===== src/rtl/pwr_seq_pkg.sv =====
// Shared types and defaults for the supply power sequencer.
package pwr_seq_pkg;

    // Encoding is visible on the debug state port, so values are fixed.
    typedef enum logic [2:0] {
        StOff      = 3'd0,
        StRamp     = 3'd1,
        StDebounce = 3'd2,
        StHold     = 3'd3,
        StOn       = 3'd4,
        StBackoff  = 3'd5,
        StFault    = 3'd6
    } state_e;

    localparam int unsigned DefPgTimeout   = 64;
    localparam int unsigned DefDebounceCyc = 8;
    localparam int unsigned DefRstHold     = 16;
    localparam int unsigned DefRetryWait   = 32;
    localparam int unsigned DefMaxRetry    = 3;

    localparam int unsigned RetryW = 2;

    // Counter width for a terminal value of v-1; never narrower than one bit.
    function automatic int unsigned cnt_width(input int unsigned v);
        return (v > 1) ? $clog2(v) : 1;
    endfunction

    function automatic int unsigned max3(input int unsigned a, input int unsigned b,
                                         input int unsigned c);
        int unsigned m;
        m = (a > b) ? a : b;
        return (m > c) ? m : c;
    endfunction

endpackage


===== src/rtl/seq_timer.sv =====
// Up-counter with synchronous clear, count enable and terminal-count compare
// against a limit that may change from cycle to cycle.
module seq_timer #(
    parameter int unsigned Width = 4
) (
    input  logic             clk_i,
    input  logic             rst_ni,
    input  logic             clr_i,
    input  logic             inc_i,
    input  logic [Width-1:0] limit_i,
    output logic             tc_o
);

    logic [Width-1:0] count_d, count_q;

    // Clear wins over increment; the count holds at the limit rather than wrapping.
    always_comb begin
        count_d = count_q;
        if (clr_i) begin
            count_d = '0;
        end else if (inc_i && !tc_o) begin
            count_d = count_q + Width'(1);
        end
    end

    // Count register with synchronous active-low reset.
    always_ff @(posedge clk_i) begin
        if (!rst_ni) begin
            count_q <= '0;
        end else begin
            count_q <= count_d;
        end
    end

    assign tc_o = (count_q == limit_i);

endmodule


===== src/rtl/power_sequencer.sv =====
// Supply power sequencer: enables the rail, debounces power-good, holds the
// downstream reset, and retries on timeout/brown-out before latching a fault.
module power_sequencer
    import pwr_seq_pkg::*;
#(
    parameter int unsigned PG_TIMEOUT   = DefPgTimeout,
    parameter int unsigned DEBOUNCE_CYC = DefDebounceCyc,
    parameter int unsigned RST_HOLD     = DefRstHold,
    parameter int unsigned RETRY_WAIT   = DefRetryWait,
    parameter int unsigned MAX_RETRY    = DefMaxRetry
) (
    input  logic              clk,
    input  logic              arst_n,
    input  logic              start,
    input  logic              shutdown,
    input  logic              pg,
    output logic              en,
    output logic              rst_out_n,
    output logic              ready,
    output logic              fault,
    output logic [RetryW-1:0] retry_cnt,
    output logic [2:0]        state
);

    // One timer serves timeout, hold and backoff; debounce needs its own since
    // the timeout keeps running while pg-high samples are being counted.
    localparam int unsigned TmrW = cnt_width(max3(PG_TIMEOUT, RST_HOLD, RETRY_WAIT));
    localparam int unsigned DebW = cnt_width(DEBOUNCE_CYC);

    state_e state_d, state_q;
    logic [RetryW-1:0] retry_d, retry_q;
    logic              tmr_clr, tmr_inc, tmr_tc;
    logic              deb_clr, deb_inc, deb_tc;
    logic [TmrW-1:0]   tmr_limit;
    logic              fail;

    // Per-state terminal value for the shared timer.
    always_comb begin
        tmr_limit = TmrW'(PG_TIMEOUT - 1);
        unique case (state_q)
            StHold:    tmr_limit = TmrW'(RST_HOLD - 1);
            StBackoff: tmr_limit = TmrW'(RETRY_WAIT - 1);
            default:   tmr_limit = TmrW'(PG_TIMEOUT - 1);
        endcase
    end

    seq_timer #(
        .Width (TmrW)
    ) u_tmr (
        .clk_i   (clk),
        .rst_ni  (arst_n),
        .clr_i   (tmr_clr),
        .inc_i   (tmr_inc),
        .limit_i (tmr_limit),
        .tc_o    (tmr_tc)
    );

    seq_timer #(
        .Width (DebW)
    ) u_deb (
        .clk_i   (clk),
        .rst_ni  (arst_n),
        .clr_i   (deb_clr),
        .inc_i   (deb_inc),
        .limit_i (DebW'(DEBOUNCE_CYC - 1)),
        .tc_o    (deb_tc)
    );

    // Next-state, retry accounting and timer control; shutdown overrides everything.
    always_comb begin
        state_d = state_q;
        retry_d = retry_q;
        tmr_clr = 1'b0;
        tmr_inc = 1'b0;
        deb_clr = 1'b0;
        deb_inc = 1'b0;
        fail    = 1'b0;

        unique case (state_q)
            StOff: begin
                if (start) begin
                    state_d = StRamp;
                    tmr_clr = 1'b1;
                end
            end
            StRamp: begin
                tmr_inc = 1'b1;
                if (tmr_tc) begin
                    fail = 1'b1;            // timeout beats a pg rise on the same edge
                end else if (pg) begin
                    state_d = StDebounce;
                    deb_clr = 1'b1;
                end
            end
            StDebounce: begin
                tmr_inc = 1'b1;
                if (pg && deb_tc) begin
                    state_d = StHold;       // completed debounce beats timeout
                    tmr_clr = 1'b1;
                    tmr_inc = 1'b0;
                end else if (tmr_tc) begin
                    fail = 1'b1;
                end else if (pg) begin
                    deb_inc = 1'b1;
                end else begin
                    state_d = StRamp;       // timeout budget is not restarted
                end
            end
            StHold: begin
                if (!pg) begin
                    fail = 1'b1;
                end else if (tmr_tc) begin
                    state_d = StOn;
                end else begin
                    tmr_inc = 1'b1;
                end
            end
            StOn: begin
                if (!pg) begin
                    fail = 1'b1;
                end
            end
            StBackoff: begin
                if (tmr_tc) begin
                    state_d = StRamp;
                    tmr_clr = 1'b1;
                end else begin
                    tmr_inc = 1'b1;
                end
            end
            StFault: begin
                state_d = StFault;
            end
            default: begin
                state_d = StOff;
            end
        endcase

        if (fail) begin
            if (retry_q == RetryW'(MAX_RETRY)) begin
                state_d = StFault;
            end else begin
                retry_d = retry_q + RetryW'(1);
                state_d = StBackoff;
                tmr_clr = 1'b1;
            end
        end

        if (shutdown) begin
            state_d = StOff;
            retry_d = '0;
            tmr_clr = 1'b1;
            deb_clr = 1'b1;
        end
    end

    // State and retry registers with synchronous active-low reset.
    always_ff @(posedge clk) begin
        if (!arst_n) begin
            state_q <= StOff;
            retry_q <= '0;
        end else begin
            state_q <= state_d;
            retry_q <= retry_d;
        end
    end

    // Moore output decode of the registered state.
    always_comb begin
        en        = 1'b0;
        rst_out_n = 1'b0;
        ready     = 1'b0;
        fault     = 1'b0;
        unique case (state_q)
            StRamp, StDebounce, StHold: en = 1'b1;
            StOn: begin
                en        = 1'b1;
                rst_out_n = 1'b1;
                ready     = 1'b1;
            end
            StFault: fault = 1'b1;
            default: en = 1'b0;
        endcase
    end

    assign retry_cnt = retry_q;
    assign state     = state_q;

endmodule

===== config.mk =====
export PLATFORM = sky130hd
export DESIGN_NAME = power_sequencer
export DESIGN_NICKNAME = d
export VERILOG_FILES = /design/src/rtl/pwr_seq_pkg.sv /design/src/rtl/seq_timer.sv /design/src/rtl/power_sequencer.sv
export SDC_FILE = /design/constraint.sdc
export NUM_CORES = 1
export LEC_CHECK = 0
export BUFFER_PORTS_ARGS = -buffer_cell sky130_fd_sc_hd__buf_2
export CORE_ASPECT_RATIO = 0.6
export CORE_MARGIN = 1
export CORE_UTILIZATION = 45
export DETAILED_ROUTE_END_ITERATION = 8
export GPL_TIMING_DRIVEN = 0
export PLACE_DENSITY = 0.71
export SYNTH_ARGS = -nofsm -noshare
export SYNTH_HDL_FRONTEND = slang
export SYNTH_HIERARCHICAL = 1
export SYNTH_SLANG_ARGS = --single-unit

===== constraint.sdc =====
create_clock -name clk -period 2.55 [get_ports clk]
set_input_delay 0 -clock clk [delete_from_list [all_inputs] [get_ports clk]]
set_output_delay 0 -clock clk [all_outputs]
set_load 0.03 [all_outputs]

==> impl_metrics.py, run 1 <==
metrics = {
    "hold_path": {
        "hold_depth": 3,
        "worstHoldStart": "shutdown",
        "hold_path_class": "input port to flip-flop",
    },
    "place": {
        "gp_congestion": 0.892,
        "io_buffers": 13,
        "placed_cell_area_sq_mm": 0.00160,
        "dp.final_hpwl_um": 2730,
        "dp.cells": 233,
    },
    "power": {
        "p_leak_nw": 0.812,
        "vdd.ir_drop.worst_mv": 0.184,
        "power_density_mw_per_mm2": 299,
    },
    "layout": {
        "final_layout_size_suffix_gt1_share_pct": 41.6,
        "layout.cells.non_filler": 261,
        "syn_to_final_growth_pct": 40.9,
        "fin_util_pct": 66.9,
        "final_nets": 228,
        "fillers": 237,
        "design_area_sq_mm": 0.00193,
        "multi_input_area_sq_mm": 0.00114,
        "num_antenna_cells": 0,
        "ff_latch_area_sq_um": 292,
    },
    "critical_path": {
        "cp_cell_sequence": "buf_8 -> nor2b_4 -> o21ai_2 -> xor2_1 -> nor4_2 -> and2_4 -> buf_8 -> nor2_4 -> o2bb2ai_4 -> o2bb2ai_4 -> a211o_1 -> nor2b_4 -> nand3_2 -> a2111o_1 -> nand3_2",
        "worstPathRequired_ns": 2.75,
        "max_stage_delay_ns": 0.37,
        "crit_arrival_ns": 2.97,
        "cp.depth": 15,
        "crit_slowest_cell": "dfxtp_4",
        "worstPathBufferInverterCount": 2,
        "end_kind": "flip-flop",
        "cp-startpoint": "state[2]$_SDFFE_PP0P_",
        "rrSetupSlack_ns": -0.22,
        "rr_worst_depth": 15,
        "start_kind": "flip-flop",
        "timing.rr.start": "state[2]$_SDFFE_PP0P_",
        "cpLargestDelayFamily": "compound AO/OA/AOI/OAI gates",
        "path_class": "flip-flop to flip-flop",
        "path_max_fanout": 8,
    },
    "floorplanning": {
        "start_util_pct": 47.5,
        "die-height_um": 44.8,
        "pin_count": 14,
        "rows": 15,
        "dieWidth_um": 73.3,
        "coreArea_sq_mm": 0.00289,
        "dieArea_sq_mm": 0.00328,
    },
    "routing": {
        "num_vias": 1609,
        "drc": 0,
        "finalWirelength_um": 4540,
        "drtPass1Iterations": 6,
        "vias_per_cell": 6.16,
        "wl_per_cell_um": 17.4,
        "first_iter_violations": 241,
        "ant_nets": 0,
    },
    "clocking": {
        "root_buffer": "clkbuf_8",
        "clk_latency_ns": 0.25,
        "h-tree-depth": 1,
        "cts_tree": "done",
        "clockBufferDepth": 2,
        "cts_num_sinks": 14,
        "cts_buffers": 3,
        "postCtsHoldBufs": 0,
        "cts.clk_slew.worst_paths_ns": 0.07,
    },
    "grt": {
        "grt.overflow.total": 0,
        "track_usage_pct": 27.9,
        "grt_pass1_wl_um": 6740,
        "grt_pass1_vias": 1394,
        "grt_max_degree": 11,
        "antenna_found_initial": 0,
    },
    "yosys": {
        "synth.distinct_cells": 57,
        "yosysSeqAreaShare_pct": 20.4,
        "synth.yosys.warnings": 6,
        "ys_ff_latch": 14,
        "async_flop_share_pct": 0,
        "yosys_most_used_dff": "dfxtp_1",
        "syn-instance-count": 169,
        "netlist_area_sq_mm": 0.00137,
        "syn_avg_cell_area_sq_um": 8.12,
        "synth-edff-count": 0,
    },
    "sta": {
        "finalCriticalPeriod_ns": 2.77,
        "rsz0062_at_grt": "true",
        "setup_ws_ns": -0.223,
        "fmax_mhz": 361,
        "period_share_pct": 109,
        "hold_viol": 0,
        "setup_violations": 7,
        "fin_worst_skew_ns": 0.00198,
        "drv_slew": 0,
    },
    "outcome": {
        "violations": "setup timing",
        "status": "finished, violations left",
    },
    "job": {
        "maxCapViolCount": 0,
    },
}
==> cells by family after synthesis <==
family	after synthesis	synth area share, %
XOR/XNOR	11	8.66
multiplexers	2	1.46
AND/OR/NAND/NOR	81	33.9
adder cells (fa/ha/maj)	3	2.74
flip-flops	14	20.4
buffers and inverters	15	7.20
other	1	0.273
AO/OA/AOI/OAI	42	25.3
==> Yosys cell counts, drive strengths merged, types with 3 or more instances <==
cell type | instances | share of area (%)
nor2 | 12 | 3.5
o211ai | 4 | 2.9
a21o | 3 | 1.6
inv | 4 | 1.1
o21ai | 10 | 4.2
ha | 3 | 2.7
and3 | 3 | 1.5
nor2b | 6 | 2.9
xor2 | 6 | 3.8
nor3 | 6 | 2.6
xnor2 | 5 | 4.8
nand2b | 8 | 4.2
buf | 10 | 5.8
dfxtp | 14 | 20
a21oi | 6 | 2.2
nand2 | 13 | 3.6
o2bb2ai | 3 | 3.3
nand3 | 9 | 3.3
nand4 | 13 | 5.9
==> stage by stage <==
stage | hold WS, ns | power [mW] | worst slack [ns] | setup TNS [ns]
6_report | 0.0790 | 0.579 | -0.223 | -1.08
4_1_cts | 0.0778 | 0.569 | -0.102 | -0.474
5_1_grt | 0.0956 | 0.600 | -0.318 | -1.89
2_1_floorplan | 0.162 | 0.310 | -0.118 | -0.401
3_3_place_gp | 0.337 | 0.333 | -0.367 | -1.90
3_5_place_dp | 0.338 | 0.335 | -0.416 | -2.47
==> worst min-delay path, delay by kind of cell <==
family,cells,cell delay [ns]
and+or+nand+nor,1,0.14
buffers and inverters,1,0.11
AOI/OAI and AO/OA,1,0.05
==> flip-flops by register name, summed over array words and instances, names as in the netlist <==
| signal | count |
|---|---|
| u_deb/count_q | 3 |
| u_tmr/count_q | 6 |
| retry_cnt | 2 |
| state | 3 |
==> final timing paths <==
path                                                      end
worst max-delay path            u_tmr/count_q[5]$_SDFFE_PP0P_
worst min-delay path                    state[0]$_SDFFE_PP0P_
worst max register to register  u_tmr/count_q[5]$_SDFFE_PP0P_
worst min register to register  u_deb/count_q[2]$_SDFFE_PP0P_
==> where the power goes <==
group	switching (mW)	internal, mW	total [mW]	leakage, nW
clock network	0.0922	0.137	0.229	0.0288
logic	0.0745	0.0517	0.126	0.668
registers	0.00429	0.219	0.224	0.115
==> placed cells by master, fill, tap and decap left out, types with 6 or more instances in the layout <==
cell / synthesis / routed
buf_4: 2 / 24
buf_2: 4 / 14
nand4_1: 13 / 13
nand2_1: 13 / 11
dfxtp_1: 14 / 11
nor2_1: 11 / 10
conb_1: 1 / 10
nand3_1: 9 / 7
nand2b_1: 7 / 6
a21oi_1: 6 / 6
==> final cells by class <==
class | instances | share of cell area [%]
multi-input combinational | 149 | 58.9
tap | 42 | 2.72
sequential | 14 | 15.1
timing repair buffer | 38 | 13.5
clock buffer | 4 | 2.85
buffer | 10 | 6.21
inverter | 4 | 0.776
==> layer usage <==
layer	GRT usage (%)	vias to the layer above	share of wire, %
li1	-	722	-
met1	35.7	752	41
met2	45.4	103	44
met3	7.59	32	10
met4	11.2	0	5.2
met5	0	-	0
==> timing repair <==
item	in CTS	in global routing
setup buffers	17	7
setup endpoints to repair	9	10
pin swaps	6	6
cloned	1	0
resized for setup	16	8
No activity file was read; power rests on OpenSTA's default activity.
==> run 2: changes to the inputs <==
Settings changed: CTS_BUF_LIST set to sky130_fd_sc_hd__clkbuf_2.
==> impl_metrics.py, run 2 (synthesis results as in run 1) <==
metrics = {
    "outcome": {
        "status": "finished, violations left",
        "violations": "setup timing",
    },
    "sta": {
        "fin_worst_skew_ns": 0.00616,
        "setup_ws_ns": -0.253,
        "final.setup.tns_ns": -1.45,
        "drv_slew": 0,
        "setup_violations": 9,
        "period_share_pct": 110,
        "fmax_mhz": 357,
        "hold_viol": 0,
        "rsz0062_at_grt": "true",
        "finalCriticalPeriod_ns": 2.80,
    },
    "routing": {
        "ant_nets": 0,
        "num_vias": 1592,
        "drt-met1-wl_um": 1990,
        "drc": 0,
        "met2_wirelength_um": 2120,
        "top_layer": "met4",
        "drtPass1Iterations": 4,
        "finalWirelength_um": 4600,
        "wl_per_cell_um": 17.6,
        "met3_length_um": 420,
        "vias_per_cell": 6.10,
        "first_iter_violations": 206,
    },
    "floorplanning": {
        "pin_count": 14,
        "dieArea_sq_mm": 0.00328,
        "coreArea_sq_mm": 0.00289,
        "die-height_um": 44.8,
        "rows": 15,
        "start_util_pct": 47.5,
        "dieWidth_um": 73.3,
    },
    "grt": {
        "grt_pass1_vias": 1350,
        "grt.overflow.total": 0,
        "grt_pass1_wl_um": 6670,
        "antenna_found_initial": 0,
        "grt_max_degree": 11,
        "track_usage_pct": 27.1,
    },
    "power": {
        "power.share.clock_pct": 25.0,
        "p_leak_nw": 0.841,
        "power_density_mw_per_mm2": 240,
        "total_power_uw": 487,
        "vdd.ir_drop.worst_mv": 0.221,
        "p_sw_uw": 174,
        "comb_power_share_pct": 28.9,
        "switching_share_pct": 35.7,
        "p_int_uw": 313,
        "share_seq_of_total_power_pct": 46.1,
    },
    "layout": {
        "final_nets": 228,
        "layout_common_cells": "buf_4 (20), buf_2 (14), nand4_1 (13), dfxtp_1 (11)",
        "fin_util_pct": 70.3,
        "final_layout_size_suffix_gt1_share_pct": 44.3,
        "regMostFlops": "u_tmr/count_q",
        "largest_reg_flops": 6,
        "syn_to_final_growth_pct": 47.9,
        "num_antenna_cells": 0,
        "final_common_cell": "buf_4",
    },
    "place": {
        "gp_congestion": 0.892,
        "dp.final_hpwl_um": 2730,
        "io_buffers": 13,
    },
    "clocking": {
        "clk_latency_ns": 0.31,
        "cts.clk_slew.worst_paths_ns": 0.17,
        "h-tree-depth": 1,
        "cts_num_sinks": 14,
        "clockBufferDepth": 2,
        "cts_tree": "done",
        "cts_buffers": 3,
        "root_buffer": "clkbuf_2",
    },
    "critical_path": {
        "cp_cell_sequence": "buf_8 -> nor2b_4 -> o21ai_2 -> xor2_1 -> nor4_2 -> and2_4 -> bufbuf_16 -> a31o_1 -> a211o_1 -> buf_6 -> nor2b_4 -> nand3_2 -> a2111o_1 -> nand3_1",
        "crit_arrival_ns": 3.07,
        "rrSetupSlack_ns": -0.25,
        "r2r-end": "u_tmr/count_q[5]$_SDFFE_PP0P_",
        "cp_common_cell": "nor2b_4",
        "path_max_fanout": 5,
        "timing.rr.start": "state[2]$_SDFFE_PP0P_",
        "crit_slowest_cell": "dfxtp_4",
        "worstPathBufferInverterCount": 3,
        "rr_worst_depth": 14,
        "max_stage_delay_ns": 0.39,
        "path_class": "flip-flop to flip-flop",
        "cpLargestDelayFamily": "compound AO/OA/AOI/OAI gates",
        "end_kind": "flip-flop",
        "start_kind": "flip-flop",
        "worstPathRequired_ns": 2.82,
    },
    "hold_path": {
        "worstHoldStart": "shutdown",
        "min_delay_worst_endpoint": "state[0]$_SDFFE_PP0P_",
        "hold_path_class": "input port to flip-flop",
        "hold_depth": 3,
    },
    "job": {
        "maxCapViolCount": 0,
    },
}
==> run 2: power groups by stage <==
stage	Sequential, mW	Clock, mW	Combinational, mW
global route	0.225	0.132	0.148
detailed placement	0.229	0	0.107
global placement	0.228	0	0.105
floorplan	0.231	0	0.0797
CTS	0.224	0.122	0.118
finish	0.224	0.122	0.141
==> run 2: area by class of cell <==
type | instances | area (sq um)
flip-flops and latches | 14 | 292
inverters | 4 | 15.0
plain buffers | 10 | 120
fillers | 227 | 860
clock buffers | 3 | 15.0
well taps | 42 | 52.6
clock inverters | 1 | 3.75
multi-input cells | 149 | 1210
repair buffers | 38 | 318
==> run 2: routing by layer <==
layer / track usage, % / up-vias
met5: 0 / -
met1: 37.2 / 761
li1: - / 715
met2: 43.9 / 104
met3: 6.92 / 12
met4: 4.62 / 0
==> run 2: worst reg2reg max path, stage by stage, from the launching register on <==
cell	delay, ns
dfxtp_4	0.39
buf_8	0.12
nor2b_4	0.12
o21ai_2	0.13
xor2_1	0.18
nor4_2	0.07
and2_4	0.19
bufbuf_16	0.26
a31o_1	0.21
a211o_1	0.31
buf_6	0.13
nor2b_4	0.18
nand3_2	0.09
a2111o_1	0.30
nand3_1	0.08
==> run 2: worst max path at each step <==
stage,from,to,slack [ns],cells after the start
global placement,state[0]$_SDFFE_PP0P_,u_tmr/count_q[5]$_SDFFE_PP0P_,-0.37,14
floorplan,state[0]$_SDFFE_PP0P_,u_tmr/count_q[4]$_SDFFE_PP0P_,-0.12,15
finish,state[2]$_SDFFE_PP0P_,u_tmr/count_q[5]$_SDFFE_PP0P_,-0.25,14
detailed placement,state[0]$_SDFFE_PP0P_,u_tmr/count_q[5]$_SDFFE_PP0P_,-0.42,14
CTS,state[2]$_SDFFE_PP0P_,u_tmr/count_q[5]$_SDFFE_PP0P_,-0.17,14
global route,state[2]$_SDFFE_PP0P_,u_tmr/count_q[5]$_SDFFE_PP0P_,-0.31,14
==> run 2: what timing repair did <==
| item | 4_1_cts | 5_1_grt |
|---|---|---|
| pin swaps | 8 | 13 |
| buffers inserted | 14 | 9 |
| gates resized for setup | 18 | 20 |
| gates cloned | 2 | 0 |
| hold buffers | 0 | 0 |
| endpoints found under the setup margin | 9 | 10 |
==> run 2: through the flow <==
| stage | area (sq um) | setup WS (ns) | cells | hold slack (ns) |
|---|---|---|---|---|
| after floorplan | 1490 | -0.118 | 178 | 0.162 |
| after global placement | 1600 | -0.367 | 233 | 0.337 |
| after global routing | 2030 | -0.309 | 261 | 0.0159 |
| after detailed placement | 1600 | -0.416 | 233 | 0.338 |
| after CTS | 1840 | -0.171 | 252 | 0.00177 |
| final | 2030 | -0.253 | 261 | 0.00865 |
